===== src/rtl/hartslag_meter_pkg.sv =====
// Shared types and constants for the heart-rate meter.
// BPM_NUMERATOR assumes a 1 ms measurement tick (60000 ms per minute).
package hartslag_meter_pkg;

  typedef enum logic [1:0] {
    WAIT_FIRST = 2'd0,
    MEASURE    = 2'd1,
    DIVIDE     = 2'd2
  } state_e;

  localparam logic [15:0] BPM_NUMERATOR = 16'd60000;
  localparam int          BPM_W         = 8;

  function automatic logic [BPM_W-1:0] sat_bpm(input logic [15:0] quot);
    if (quot > 16'((1 << BPM_W) - 1)) begin
      return {BPM_W{1'b1}};
    end
    return quot[BPM_W-1:0];
  endfunction

endpackage


===== src/rtl/hartslag_meter_seq_divider_16.sv =====
// seq_divider_16: unsigned restoring divider, one quotient bit per clock.
// The first bit is produced on the start cycle; done_o pulses after the 16th.
module seq_divider_16 (
  input  logic        clk_i,
  input  logic        rst_i,
  input  logic        start_i,
  input  logic [15:0] dividend_i,
  input  logic [15:0] divisor_i,
  output logic        done_o,
  output logic [15:0] quotient_o
);

  logic [15:0] rem_q, rem_d;
  logic [15:0] quo_q, quo_d;
  logic [15:0] div_q, div_d;
  logic [3:0]  cnt_q, cnt_d;
  logic        busy_q, busy_d;
  logic        done_q, done_d;

  // quo holds the unconsumed dividend bits in its top and collects quotient bits at the bottom
  function automatic logic [31:0] div_step(input logic [15:0] rem,
                                           input logic [15:0] quo,
                                           input logic [15:0] dvs);
    logic [16:0] r;
    r = {rem, quo[15]};
    if (r >= {1'b0, dvs}) begin
      r = r - {1'b0, dvs};
      return {r[15:0], quo[14:0], 1'b1};
    end
    return {r[15:0], quo[14:0], 1'b0};
  endfunction

  always_comb begin
    rem_d  = rem_q;
    quo_d  = quo_q;
    div_d  = div_q;
    cnt_d  = cnt_q;
    busy_d = busy_q;
    done_d = 1'b0;
    if (start_i) begin
      {rem_d, quo_d} = div_step(16'd0, dividend_i, divisor_i);
      div_d  = divisor_i;
      cnt_d  = 4'd15;
      busy_d = 1'b1;
    end else if (busy_q) begin
      {rem_d, quo_d} = div_step(rem_q, quo_q, div_q);
      cnt_d = cnt_q - 4'd1;
      if (cnt_q == 4'd1) begin
        busy_d = 1'b0;
        done_d = 1'b1;
      end
    end
  end

  always_ff @(posedge clk_i or posedge rst_i) begin
    if (rst_i) begin
      rem_q  <= '0;
      quo_q  <= '0;
      div_q  <= '0;
      cnt_q  <= '0;
      busy_q <= 1'b0;
      done_q <= 1'b0;
    end else begin
      rem_q  <= rem_d;
      quo_q  <= quo_d;
      div_q  <= div_d;
      cnt_q  <= cnt_d;
      busy_q <= busy_d;
      done_q <= done_d;
    end
  end

  assign done_o     = done_q;
  assign quotient_o = quo_q;

endmodule


===== src/rtl/hartslag_meter.sv =====
// hartslag_meter: synchronise, debounce and edge-detect the heart-pulse input,
// measure the beat period in ticks and convert it to BPM with a sequential divider.
module hartslag_meter
  import hartslag_meter_pkg::*;
#(
  parameter int CLK_HZ         = 50000000,
  parameter int TICK_HZ        = 1000,
  parameter int DEBOUNCE_TICKS = 5,
  parameter int MIN_PERIOD     = 250,
  parameter int MAX_PERIOD     = 3000
) (
  input  logic             clk,
  input  logic             reset,
  input  logic             hartslagIngang,
  output logic [BPM_W-1:0] hartslag,
  output logic             hartslag_valid,
  output logic             hartslag_lock
);

  localparam int PRESC_DIV = CLK_HZ / TICK_HZ;
  localparam int PW        = (PRESC_DIV > 1) ? $clog2(PRESC_DIV) : 1;
  localparam int DW        = $clog2(DEBOUNCE_TICKS + 1);

  logic [PW-1:0]    presc_q, presc_d;
  logic             tick;
  logic             sync1_q, sync2_q;
  logic             deb_q, deb_d;
  logic             beat_q, beat_d;
  logic [DW-1:0]    deb_cnt_q, deb_cnt_d;
  state_e           state_q, state_d;
  logic [15:0]      period_q, period_d;
  logic [BPM_W-1:0] bpm_q, bpm_d;
  logic             valid_q, valid_d;
  logic             lock_q, lock_d;
  logic             div_start, div_done;
  logic [15:0]      div_quot;

  assign tick    = (presc_q == PW'(PRESC_DIV - 1));
  assign presc_d = tick ? '0 : presc_q + 1'b1;

  // beat_q rises together with the debounced level
  always_comb begin
    deb_d     = deb_q;
    deb_cnt_d = deb_cnt_q;
    beat_d    = 1'b0;
    if (tick) begin
      if (sync2_q == deb_q) begin
        deb_cnt_d = '0;
      end else if (deb_cnt_q == DW'(DEBOUNCE_TICKS - 1)) begin
        deb_d     = sync2_q;
        deb_cnt_d = '0;
        beat_d    = sync2_q;
      end else begin
        deb_cnt_d = deb_cnt_q + 1'b1;
      end
    end
  end

  always_comb begin
    state_d   = state_q;
    period_d  = period_q;
    bpm_d     = bpm_q;
    valid_d   = 1'b0;
    lock_d    = lock_q;
    div_start = 1'b0;
    if (tick && (period_q != 16'(MAX_PERIOD))) begin
      period_d = period_q + 16'd1;
    end
    case (state_q)
      WAIT_FIRST: begin
        if (beat_q) begin
          period_d = '0;
          state_d  = MEASURE;
        end
      end
      MEASURE: begin
        if (period_q >= 16'(MAX_PERIOD)) begin
          bpm_d   = '0;
          valid_d = 1'b1;
          lock_d  = 1'b0;
          state_d = WAIT_FIRST;
        end else if (beat_q && (period_q >= 16'(MIN_PERIOD))) begin
          period_d  = '0;
          div_start = 1'b1;
          state_d   = DIVIDE;
        end
      end
      DIVIDE: begin
        if (div_done) begin
          bpm_d   = sat_bpm(div_quot);
          valid_d = 1'b1;
          lock_d  = 1'b1;
          state_d = MEASURE;
        end
      end
      default: state_d = WAIT_FIRST;
    endcase
  end

  always_ff @(posedge clk or posedge reset) begin
    if (reset) begin
      presc_q   <= '0;
      sync1_q   <= 1'b0;
      sync2_q   <= 1'b0;
      deb_q     <= 1'b0;
      deb_cnt_q <= '0;
      beat_q    <= 1'b0;
      state_q   <= WAIT_FIRST;
      period_q  <= '0;
      bpm_q     <= '0;
      valid_q   <= 1'b0;
      lock_q    <= 1'b0;
    end else begin
      presc_q   <= presc_d;
      sync1_q   <= hartslagIngang;
      sync2_q   <= sync1_q;
      deb_q     <= deb_d;
      deb_cnt_q <= deb_cnt_d;
      beat_q    <= beat_d;
      state_q   <= state_d;
      period_q  <= period_d;
      bpm_q     <= bpm_d;
      valid_q   <= valid_d;
      lock_q    <= lock_d;
    end
  end

  seq_divider_16 u_div (
    .clk_i      (clk),
    .rst_i      (reset),
    .start_i    (div_start),
    .dividend_i (BPM_NUMERATOR),
    .divisor_i  (period_q),
    .done_o     (div_done),
    .quotient_o (div_quot)
  );

  assign hartslag       = bpm_q;
  assign hartslag_valid = valid_q;
  assign hartslag_lock  = lock_q;

endmodule

===== config.mk =====
export PLATFORM = sky130hd
export DESIGN_NAME = hartslag_meter
export DESIGN_NICKNAME = d
export VERILOG_FILES = /design/src/rtl/hartslag_meter_pkg.sv /design/src/rtl/hartslag_meter_seq_divider_16.sv /design/src/rtl/hartslag_meter.sv
export SDC_FILE = /design/constraint.sdc
export NUM_CORES = 1
export LEC_CHECK = 0
export BUFFER_PORTS_ARGS = -buffer_cell sky130_fd_sc_hd__buf_2
export CAP_MARGIN = 20
export CORE_MARGIN = 2
export CORE_UTILIZATION = 60
export DETAILED_ROUTE_END_ITERATION = 8
export PLACE_DENSITY_LB_ADDON = 0.2
export SLEW_MARGIN = 20
export SYNTH_ARGS = -nofsm -noshare
export SYNTH_HDL_FRONTEND = slang
export SYNTH_SLANG_ARGS = --single-unit

===== constraint.sdc =====
create_clock -name clk -period 4.74 [get_ports clk]
set_input_delay 0.948 -clock clk [delete_from_list [all_inputs] [get_ports clk]]
set_output_delay 0.948 -clock clk [all_outputs]
set_load 0.05 [all_outputs]

* After elaboration in Yosys (flattened, before gate mapping)
Index checks and enable logic that the tools add are counted. Widths: inputs -> output; s select.
Storage, ports and cells: flip-flop bits (word level) 105, output and inout port bits 10
Operators by class: add/sub/neg operators 6, magnitude comparators 5, equality and inequality tests 11, mux-type cells 56, bitwise logic cells 1, reductions and logical operators 8
Operator list (count):
- $mux 16 | 11
- $mux 32 | 4
- $add 16x1->16 const B | 2
- $mux 8 | 4
- $pmux 16 s2 | 1
- $mux 1 | 24
- $ge 17x16->1 | 1
- $eq 16x16->1 const B | 1
- $ge 1x16->1 const A | 1
- $ge 16x12->1 const B | 1
- $ge 16x8->1 const B | 1
- $gt 16x8->1 const B | 1
- $ne 16x12->1 const B | 1
- $pmux 8 s2 | 1
- $sub 1x16->16 const A | 1
- $sub 16x16->16 | 1
- $reduce_and 3->1 | 3
- $mux 2 | 4
- $mux 4 | 2
- $mux 3 | 2
- $pmux 2 s3 | 1
- $eq 4x1->1 const B | 1
- $ne 2x2->1 const B | 2
- $pmux 1 s2 | 2
- 12 further kinds | 14

* Logic depth before layout (Yosys ltp)
Gate-level depths: netlist of run 1.
depth after elaboration 9, mapped depth 10, mapped depth without buffers 10

* Hierarchy
A second synthesis of run 1 with hierarchy kept.
Second synthesis, totals: cells, all modules 636, area total of the unflattened synthesis 5975.7 um2
Modules (own cells, without submodules):
- seq_divider_16 | times used 1, cells an instance 381, area each 3373.2 um2
- hartslag_meter | times used 1, cells an instance 255, area each 2602.5 um2

* Worst setup path before layout of run 1
OpenSTA, ideal clock, no wires.
kind reg-to-reg, from register u_div.rem_q[8], to register u_div.rem_q[10], arrival time 2.339 ns, required time 4.658 ns, setup slack 2.319 ns, cell stages (with the launch flop) 9, buffers on the path 1, period minus slack after synthesis 2.421 ns, cell sequence dfrtp_1 > ha_1 > and2_1 > nand3_1 > or4_1 > a31oi_2 > buf_2 > o21ai_0 > a31oi_1
Between the ends: word-level cells in the longest chain between the ends 7, elaborated cells between the ends (all ways) 10, classes of those cells add/sub (1); order compare (1); mux (8)
RTL lines:
- start, declared | RTL line hartslag_meter_seq_divider_16.sv:13 | logic [15:0] rem_q, rem_d;
- start signal, assigned | RTL line hartslag_meter_seq_divider_16.sv:64 | rem_q <= rem_d;
- $ge 17x16->1 | RTL line hartslag_meter_seq_divider_16.sv:26 | if (r >= {1'b0, dvs}) begin
- $mux 1 | RTL line hartslag_meter_seq_divider_16.sv:26
- $mux 1 | RTL line hartslag_meter_seq_divider_16.sv:45 | end else if (busy_q) begin
- $mux 1 | RTL line hartslag_meter_seq_divider_16.sv:40 | if (start_i) begin
- $mux 32 * | RTL line hartslag_meter_seq_divider_16.sv:30 | return {r[15:0], quo[14:0], 1'b0};
- $mux 16 * | RTL line hartslag_meter_seq_divider_16.sv:45
- $mux 16 * | RTL line hartslag_meter_seq_divider_16.sv:40
Mark *: on every way between the ends. The rest lies on a longest branch, timed or not. The select of a mux whose other input is x is not followed. A chain may end at the register's enable or synchronous reset.

* Worst setup path after layout of run 1
from register u_div.rem_q[8], to register u_div.rem_q[6]
Between the ends: word-level cells in the longest chain between the ends 7, elaborated cells between the ends (all ways) 8, classes of those cells order compare (1); mux (7)
RTL lines (RTL line):
- $ge 17x16->1 * | hartslag_meter_seq_divider_16.sv:26
- $mux 1 | hartslag_meter_seq_divider_16.sv:26
- $mux 1 | hartslag_meter_seq_divider_16.sv:45
- $mux 1 | hartslag_meter_seq_divider_16.sv:40
- $mux 32 * | hartslag_meter_seq_divider_16.sv:30
- $mux 16 * | hartslag_meter_seq_divider_16.sv:45
- $mux 16 * | hartslag_meter_seq_divider_16.sv:40
Marked as above.

==> flow_summary.ini, run 1 <==
[clock_network]
cts_hold_buf = 0
cts_sinks = 105
cts_resized = 0
h-tree-depth = 3
clk_pin_slew_worst_paths_ns = 0.10
cts_tree = yes
postCtsSetupRepairBufs = 0
root_buffer = clkbuf_8
cts_buffers = 9
clock_latency_ns = 0.37
cts_buffer_depth = 2

[timing]
rsz0062_at_grt = no
hold_viol = 0
setup_viol_count_final = 0
relSlewSlack = 0.284
layout_min_cycle_time_ns = 3.01
worstMarginPinSlew_ns = 1.07
drv_slew = 0
fmax_mhz = 332
hold-worst-slack_ns = 0.370
period_share = 0.636
finalSetupTns_ns = 0
finClkSkew_ns = 0.0113

[worst_hold_path]
hold_path_startpoint = sync1_q
min_path_type = reg -> reg

[pwr]
peakVddDrop_mv = 0.155
p_sw_uw = 336
intPower_mw = 1.13
leakagePower_nw = 2.81
seqPwrFrac = 0.613
p_clk_frac = 0.374
p_total_mw = 1.46
p_sw_frac = 0.230
p_per_area_nw_per_um2 = 245
comb_power_share = 0.013

[synth]
synthFlopType = dfrtp_1
synth_area_leaders = dfrtp_1 47%, ha_1 6.5%, nand2_1 4.9%
async_flop_share = 1.00
synth_most_common_cell = dfrtp_1
synth_area_leader_cell = dfrtp_1
synth_area_um2 = 5610
ys_seq_area_frac = 0.468
synth_fp_nets = 629
ys.warnings.count = 0
synth_top_area_share = 0.468
synth-edff-count = 0
synth_common_cells = 105 x dfrtp_1, 73 x nand2_1, 62 x nor2_1
netlist_instances = 596
yosys_register_bits = 105
yosysUniqueCellTypes = 56
syn_avg_cell_area_um2 = 9.41

[setup_path]
critPathLaunchType = register
startpoint = u_div.rem_q[8]
max_stage_delay_ns = 0.77
worstPathMaxFanout = 18
crit_chain = ha_1 -> and2_1 -> nand3_1 -> or4_1 -> a31oi_2 -> o311ai_0 -> a31oi_1
critPathRequiredTime_ns = 5.03
setup.worst_path.end_class = register
cpMaxStageDelayCell = a31oi_2
reg2reg_from = u_div.rem_q[8]
crit_arrival_ns = 3.30
path_class = reg -> reg

[cells_and_area]
fin_nets = 634
fill_cells = 748
drive_gt1_frac = 0.0792
post_layout_nonfiller_instances = 717
antennaDiodeCount = 0
area_growth_pct = 6.29
multi_input_area_um2 = 2780
ff_latch_area_um2 = 2630
finalCoreUtilization = 0.652

[route]
wl_mm = 10.4
via_count = 4152
drtIter0Drc = 176
drc = 0
avgRoutedWirePerCell_um = 14.5
vias_per_cell = 5.79
ant_nets = 0
first_pass_iters = 5

[placed_design]
place_inst = 701
dp_hpwl_mm = 7.20
io_buffers = 12
place_congestion = 0.855

[die]
io_pins = 13
core.rowCount = 35
initial_core_util = 0.613
die_area_um2 = 10100
core_area_um2 = 9150
die_w_um = 101
fp.dieH_um = 101

[global_route]
antenna_found_initial = 0
grt_util_met2 = 0.377
grt_overflow_total = 0
met3_usage = 0.0354
grt_max_degree = 81
grt_pass1_wl_mm = 18.3
grt_usage = 0.224
met1_usage = 0.307
grt_pass1_vias = 3937
gr-max-usage-layer = met2

[flow_run]
maxCapViolations = 0

[run_status]
status = complete, no violations
## cells by family (layout without fill, tap and decap cells)
kind of cell,count (synthesis),after routing,share of synthesized area
buffers and inverters,56,66,0.0379
adders and majority gates,30,30,0.0682
AOI/OAI and AO/OA,116,116,0.129
xor gates and xnor gates,39,39,0.0609
muxes,22,22,0.0397
DFF,105,105,0.468
and+or+nand+nor,228,228,0.196
## sequential cells by signal (all words and copies together), names as in the netlist
signal and flops:
hartslag_valid 1, state_q 2, beat_q 1, u_div.cnt_q 4
presc_q 16, hartslag 8, deb_cnt_q 3, sync1_q 1
u_div.div_q 16, u_div.busy_q 1, sync2_q 1, u_div.done_o 1
period_q 16, deb_q 1, hartslag_lock 1, u_div.quotient_o 16
u_div.rem_q 16
## final cells by class
cell class,count,share of cell area
Multi-Input combinational cell,435,0.465
Clock inverter,5,0.00755
Tap cell,111,0.0233
Timing Repair Buffer,17,0.0164
Clock buffer,11,0.0254
Inverter,33,0.0212
Sequential cell,105,0.441
## routing by layer
metal / wire (um) / vias up / part of all wire
met5: 0 / - / 0
met4: 93 / 0 / 0.0089
met3: 276 / 10 / 0.026
met2: 5220 / 45 / 0.50
met1: 4840 / 2032 / 0.46
li1: - / 2065 / -
## cells in the final DEF (no fill, tap or decap), drive strengths merged, types with 3 or more instances in the layout
master	Yosys	layout
o211ai	5	5
and3	5	5
xnor2	20	20
xor2	19	19
dfrtp	105	105
and4	4	4
ha	29	29
and2	5	5
nand2b	6	6
o31ai	3	3
inv	33	36
o21a	5	5
nand4	7	7
buf	4	17
or2	3	3
a21o	3	3
a31oi	13	13
nor3	3	3
clkbuf	19	11
o21ai	48	48
nand3	30	30
nor2	62	62
nand2	73	73
or3	4	4
mux2i	20	20
nand3b	3	3
nor2b	10	10
a21oi	20	20
nor4	6	6
## path summary, 6_finish.rpt
check | slack [ns] | end | cells after the start
max | 1.73 | u_div.rem_q[6] | 7
min reg2reg | 0.37 | sync2_q | 0
max reg2reg | 1.73 | u_div.rem_q[6] | 7
max in group asynchronous | 3.02 | u_div.div_q[3] | 3
min in group asynchronous | 0.80 | u_div.quotient_o[2] | 2
min | 0.37 | sync2_q | 0
## through the flow
stage                     worst slack, ns  cell area, um^2
final                                1.73             5960
after global routing                 1.53             5960
after CTS                            1.72             5960
after detailed placement             1.77             5760
after global placement               1.86             5760
after floorplan                      1.03             5610
## worst max-delay path: cells and delay by family (launching register included)
family / cells / cell delay, ns
flops: 1 / 0.41
compound gates: 3 / 1.29
simple gates: 3 / 0.84
fa+ha+maj: 1 / 0.40
## power groups by stage
stage / clock [mW] / combinational (mW) / sequential [mW]
global route: 0.593 / 0.0235 / 0.897
detailed placement: 0 / 0.0209 / 0.914
finish: 0.547 / 0.0194 / 0.896
floorplan: 0 / 0.0140 / 0.914
global placement: 0 / 0.0205 / 0.914
CTS: 0.563 / 0.0209 / 0.896
(Power assumes the default switching activity.)
==> inputs of run 2 (changes only) <==
==> constraint.sdc (replaced) <==
create_clock -name clk -period 2.9 [get_ports clk]
set_input_delay 0.58 -clock clk [delete_from_list [all_inputs] [get_ports clk]]
set_output_delay 0.58 -clock clk [all_outputs]
set_load 0.05 [all_outputs]
==> run 2 against run 1 <==
Against the previous run:
- clock power up 70%
- critical path depth up 1
- clock skew up 0.0026 ns
- maximum frequency up 17%
- global-route usage up 1.2 points
- power up 66%
- setup slack worse by 1.4 ns
- clock-buffer cell count down 2
- routed wire length up 6.0%
- die area unchanged
==> flow_summary.ini, run 2 (same netlist as run 1, synthesis figures left out) <==
[run_status]
status = complete, no violations

[route]
drtIter0Drc = 207
via_count = 4209
first_pass_iters = 4
vias_per_cell = 5.81
wl_mm = 11.1
avgRoutedWirePerCell_um = 15.3
drc = 0
ant_nets = 0

[setup_path]
reg2reg_from = u_div.rem_q[8]
path_class = reg -> reg
reg2regPathDepth = 8
worstPathMaxFanout = 9
crit_chain = ha_1 -> and2_1 -> nand3_1 -> or4_1 -> a31oi_2 -> buf_4 -> o311ai_0 -> a31oi_1
r2r_slack_ns = 0.33
cpMaxStageDelayCell = or4_1
r2r-end = u_div.rem_q[6]
critPathRequiredTime_ns = 3.21
critPathLaunchType = register
crit_arrival_ns = 2.88
startpoint = u_div.rem_q[8]
setup.worst_path.end_class = register
worstSetupEndpoint = u_div.rem_q[6]
max_stage_delay_ns = 0.57

[clock_network]
cts_buffer_depth = 2
root_buffer = clkbuf_8
cts_tree = yes
cts_buffers = 9
clk_pin_slew_worst_paths_ns = 0.11
h-tree-depth = 3
cts_hold_buf = 0
cts_sinks = 105
clock_latency_ns = 0.38
cts_resized = 0
postCtsSetupRepairBufs = 0

[cells_and_area]
post_layout_nonfiller_instances = 725
fin_area_um2 = 6040
drive_gt1_frac = 0.0896
fill_cells = 749
finalCoreUtilization = 0.660
layout_commonest_cell = dfrtp_1
fin_nets = 642
antennaDiodeCount = 0
ff_latch_area_um2 = 2630
final_cell_mix = 104 x dfrtp_1, 73 x nand2_1, 61 x nor2_1
multi_input_area_um2 = 2770
area_growth_pct = 7.65

[placed_design]
place_congestion = 0.862
place_inst = 709
dp_hpwl_mm = 7.75
io_buffers = 12
dpl_cell_area_um2 = 5840

[timing]
finClkSkew_ns = 0.0139
hold_viol = 0
drv_slew = 0
period_share = 0.886
setup_viol_count_final = 0
rsz0062_at_grt = no
layout_min_cycle_time_ns = 2.57
finalSetupTns_ns = 0
relSlewSlack = 0.540
hold-worst-slack_ns = 0.304
worstMarginPinSlew_ns = 0.688
fmax_mhz = 389

[worst_hold_path]
min_path_type = in -> reg
hold_depth = 1

[die]
core.rowCount = 35
die_w_um = 101
fp.dieH_um = 101
io_pins = 13
core_area_um2 = 9150
die_area_um2 = 10100
initial_core_util = 0.613

[global_route]
grt_max_degree = 106
antenna_found_initial = 0
grt_usage = 0.236
grt_pass1_vias = 4128
grt_pass1_wl_mm = 19.0
grt_overflow_total = 0

[pwr]
peakVddDrop_mv = 0.382
leakagePower_nw = 2.86
p_per_area_nw_per_um2 = 402

[flow_run]
maxCapViolations = 0
run 2: cell types whose count changed in the layout (fill, tap and decap cells not counted), sizes merged:
cell    previous run  this run
buf               17        25
inv               36        34
clkinv             1         4
bufinv             0         1
clkbuf            11         9
run 2: how the worst min path moves through the flow:
stage	to	slack [ns]	from
after floorplan	sync2_q	0.33	sync1_q
after global placement	sync2_q	0.34	sync1_q
after detailed placement	sync2_q	0.35	sync1_q
after CTS	sync1_q	0.29	hartslagIngang
after global routing	sync1_q	0.28	hartslagIngang
final	sync1_q	0.30	hartslagIngang
run 2: final cells by class:
class	instances	share of cell area
clock inverters	7	0.0128
multi-input cells	435	0.459
inverters	33	0.0211
well taps	111	0.0230
clock buffers	9	0.0205
flip-flops and latches	105	0.435
repair buffers	25	0.0282
run 2: per-stage QoR:
step,power (mW),setup WS (ns)
finish,2.43,0.331
global route,2.52,0.177
CTS,2.46,0.347
detailed placement,1.53,0.384
global placement,1.53,0.392
floorplan,1.52,0.479
run 2: metal layers:
layer,part of all wire,GRT usage,wire length [um]
met4,0.013,0.0664,145
met5,0,0,0
met3,0.030,0.0548,327
met1,0.46,0.307,5120
met2,0.49,0.396,5460
run 2: critical path: cells and delay by family, from the launching register on:
kind,cells,cell delay (ns)
and+or+nand+nor,3,0.89
AOI/OAI and AO/OA,3,0.61
DFF,1,0.42
buffers and inverters,1,0.19
adders and majority gates,1,0.38
run 2: power breakdown:
| part | leakage [nW] | switching (mW) | internal (mW) |
|---|---|---|---|
| logic | 1.31 | 0.0290 | 0.00489 |
| clock network | 0.105 | 0.522 | 0.408 |
| registers | 1.45 | 0.000794 | 1.46 |
| total | 2.86 | 0.552 | 1.88 |
==> inputs of run 3 (changes only) <==
--- a/config.mk
+++ b/config.mk
@@ -10,7 +10,7 @@
 export CORE_MARGIN = 2
 export CORE_UTILIZATION = 60
 export DETAILED_ROUTE_END_ITERATION = 8
-export PLACE_DENSITY_LB_ADDON = 0.2
+export PLACE_DENSITY = 0.77
 export SLEW_MARGIN = 20
 export SYNTH_ARGS = -nofsm -noshare
 export SYNTH_HDL_FRONTEND = slang
==> run 3 against run 2 <==
Against the previous run:
- register-to-register slack lost 0.03 ns
- worst hold slack lost 0.017 ns
- first-iteration DRC count shrank 20%
- clock-buffer cell count is the same
- clock power grew 2%
- routed wire length grew 3.0%
- final cell count grew 0.28%
- critical path depth shrank 2
- via count grew 2.6%
- combinational power grew 8.8%
- utilization grew 0.26 points
- critical path type unchanged
==> flow_summary.ini, run 3 (same netlist as run 1, synthesis figures left out) <==
[placed_design]
io_buffers = 12
place_congestion = 0.931
dp_hpwl_mm = 8.08

[die]
die_w_um = 101
io_pins = 13
fp.dieH_um = 101
initial_core_util = 0.613
core_area_um2 = 9150
core.rowCount = 35
die_area_um2 = 10100

[timing]
period_share = 0.896
finClkSkew_ns = 0.00801
hold_viol = 0
finalSetupTns_ns = 0
fmax_mhz = 385
relSlewSlack = 0.517
worstMarginPinSlew_ns = 0.721
drv_slew = 0
rsz0062_at_grt = no
layout_min_cycle_time_ns = 2.60
setup_viol_count_final = 0

[setup_path]
critPathRequiredTime_ns = 3.20
reg2regPathDepth = 6
r2r-end = period_q[15]
setup.worst_path.end_class = register
worstPathMaxFanout = 6
critPathLaunchType = register
path_class = reg -> reg
reg2reg_from = presc_q[7]
r2r_slack_ns = 0.30
crit_arrival_ns = 2.90

[route]
vias_per_cell = 5.94
avgRoutedWirePerCell_um = 15.7
first_pass_iters = 4
drc = 0
via_count = 4318
ant_nets = 0
wl_mm = 11.4
drtIter0Drc = 165

[clock_network]
cts_buffer_depth = 2
cts_resized = 0
postCtsSetupRepairBufs = 0
clock_latency_ns = 0.37
cts_tree = yes
cts_hold_buf = 0
cts_sinks = 105
clk_pin_slew_worst_paths_ns = 0.10
cts_buffers = 9
root_buffer = clkbuf_8
h-tree-depth = 3

[pwr]
p_total_mw = 2.45
leakagePower_nw = 2.87
peakVddDrop_mv = 0.541
p_per_area_nw_per_um2 = 404

[run_status]
status = complete, no violations

[global_route]
grt_pass1_vias = 4263
met3_usage = 0.0374
grt_usage = 0.243
grt_util_met2 = 0.419
met1_usage = 0.311
grt_overflow_total = 0
grt_max_degree = 50
antenna_found_initial = 0
gr-max-usage-layer = met2
grt_pass1_wl_mm = 19.8

[cells_and_area]
final_cell_mix = 104 x dfrtp_1, 73 x nand2_1, 61 x nor2_1
area_growth_pct = 8.07
antennaDiodeCount = 0
fin_nets = 644
layout_commonest_cell = dfrtp_1
drive_gt1_frac = 0.0925
fill_cells = 730

[flow_run]
maxCapViolations = 0

[worst_hold_path]
min_path_type = in -> async
-- run 3: worst max-delay path, cell delays in order, from the launching register on --
cell and delay, ns:
dfrtp_1 0.45, or4b_4 0.58, nor4_4 0.40, o2111ai_2 0.24
or2_4 0.33, or3_1 0.36, a21oi_1 0.16
-- run 3: power breakdown --
| group | internal [mW] | switching [mW] | leakage [nW] |
|---|---|---|---|
| sequential | 1.46 | 0.000744 | 1.45 |
| clock | 0.416 | 0.533 | 0.107 |
| combinational | 0.00669 | 0.0303 | 1.32 |
| total | 1.89 | 0.564 | 2.87 |
-- run 3: metrics by stage --
stage / setup slack, ns / instance area [um^2] / utilization / cells / hold slack [ns]
after floorplan: 0.479 / 5610 / - / 596 / 0.331
after global placement: 0.359 / 5850 / 0.640 / 711 / 0.345
after detailed placement: 0.381 / 5850 / 0.640 / 711 / 0.347
after CTS: 0.313 / 6060 / 0.662 / 727 / 0.292
after global routing: 0.152 / 6060 / 0.662 / 727 / 0.298
final: 0.303 / 6060 / 0.662 / 727 / 0.287
-- run 3: metal layers --
metal	vias up	part of all wire
met4	0	0.018
met1	2123	0.44
met2	91	0.51
met3	19	0.029
li1	2085	-
met5	-	0
-- run 3: area by class of cell --
cell class	instances	area, um^2	area share
Tap cell	111	139	0.0229
Sequential cell	105	2630	0.434
Clock buffer	9	124	0.0204
Inverter	33	128	0.0210
Multi-Input combinational cell	435	2770	0.457
Timing Repair Buffer	27	185	0.0305
Clock inverter	7	86.3	0.0142
-- run 3: worst max-delay path by stage --
stage | slack, ns | start | depth (start not counted) | to
6_report | 0.30 | presc_q[7] | 6 | period_q[15]
2_1_floorplan | 0.48 | u_div.rem_q[8] | 8 | u_div.rem_q[10]
4_1_cts | 0.31 | presc_q[7] | 6 | period_q[15]
3_5_place_dp | 0.38 | u_div.rem_q[8] | 8 | u_div.rem_q[6]
5_1_grt | 0.15 | presc_q[0] | 7 | period_q[15]
3_3_place_gp | 0.36 | u_div.rem_q[8] | 8 | u_div.rem_q[6]
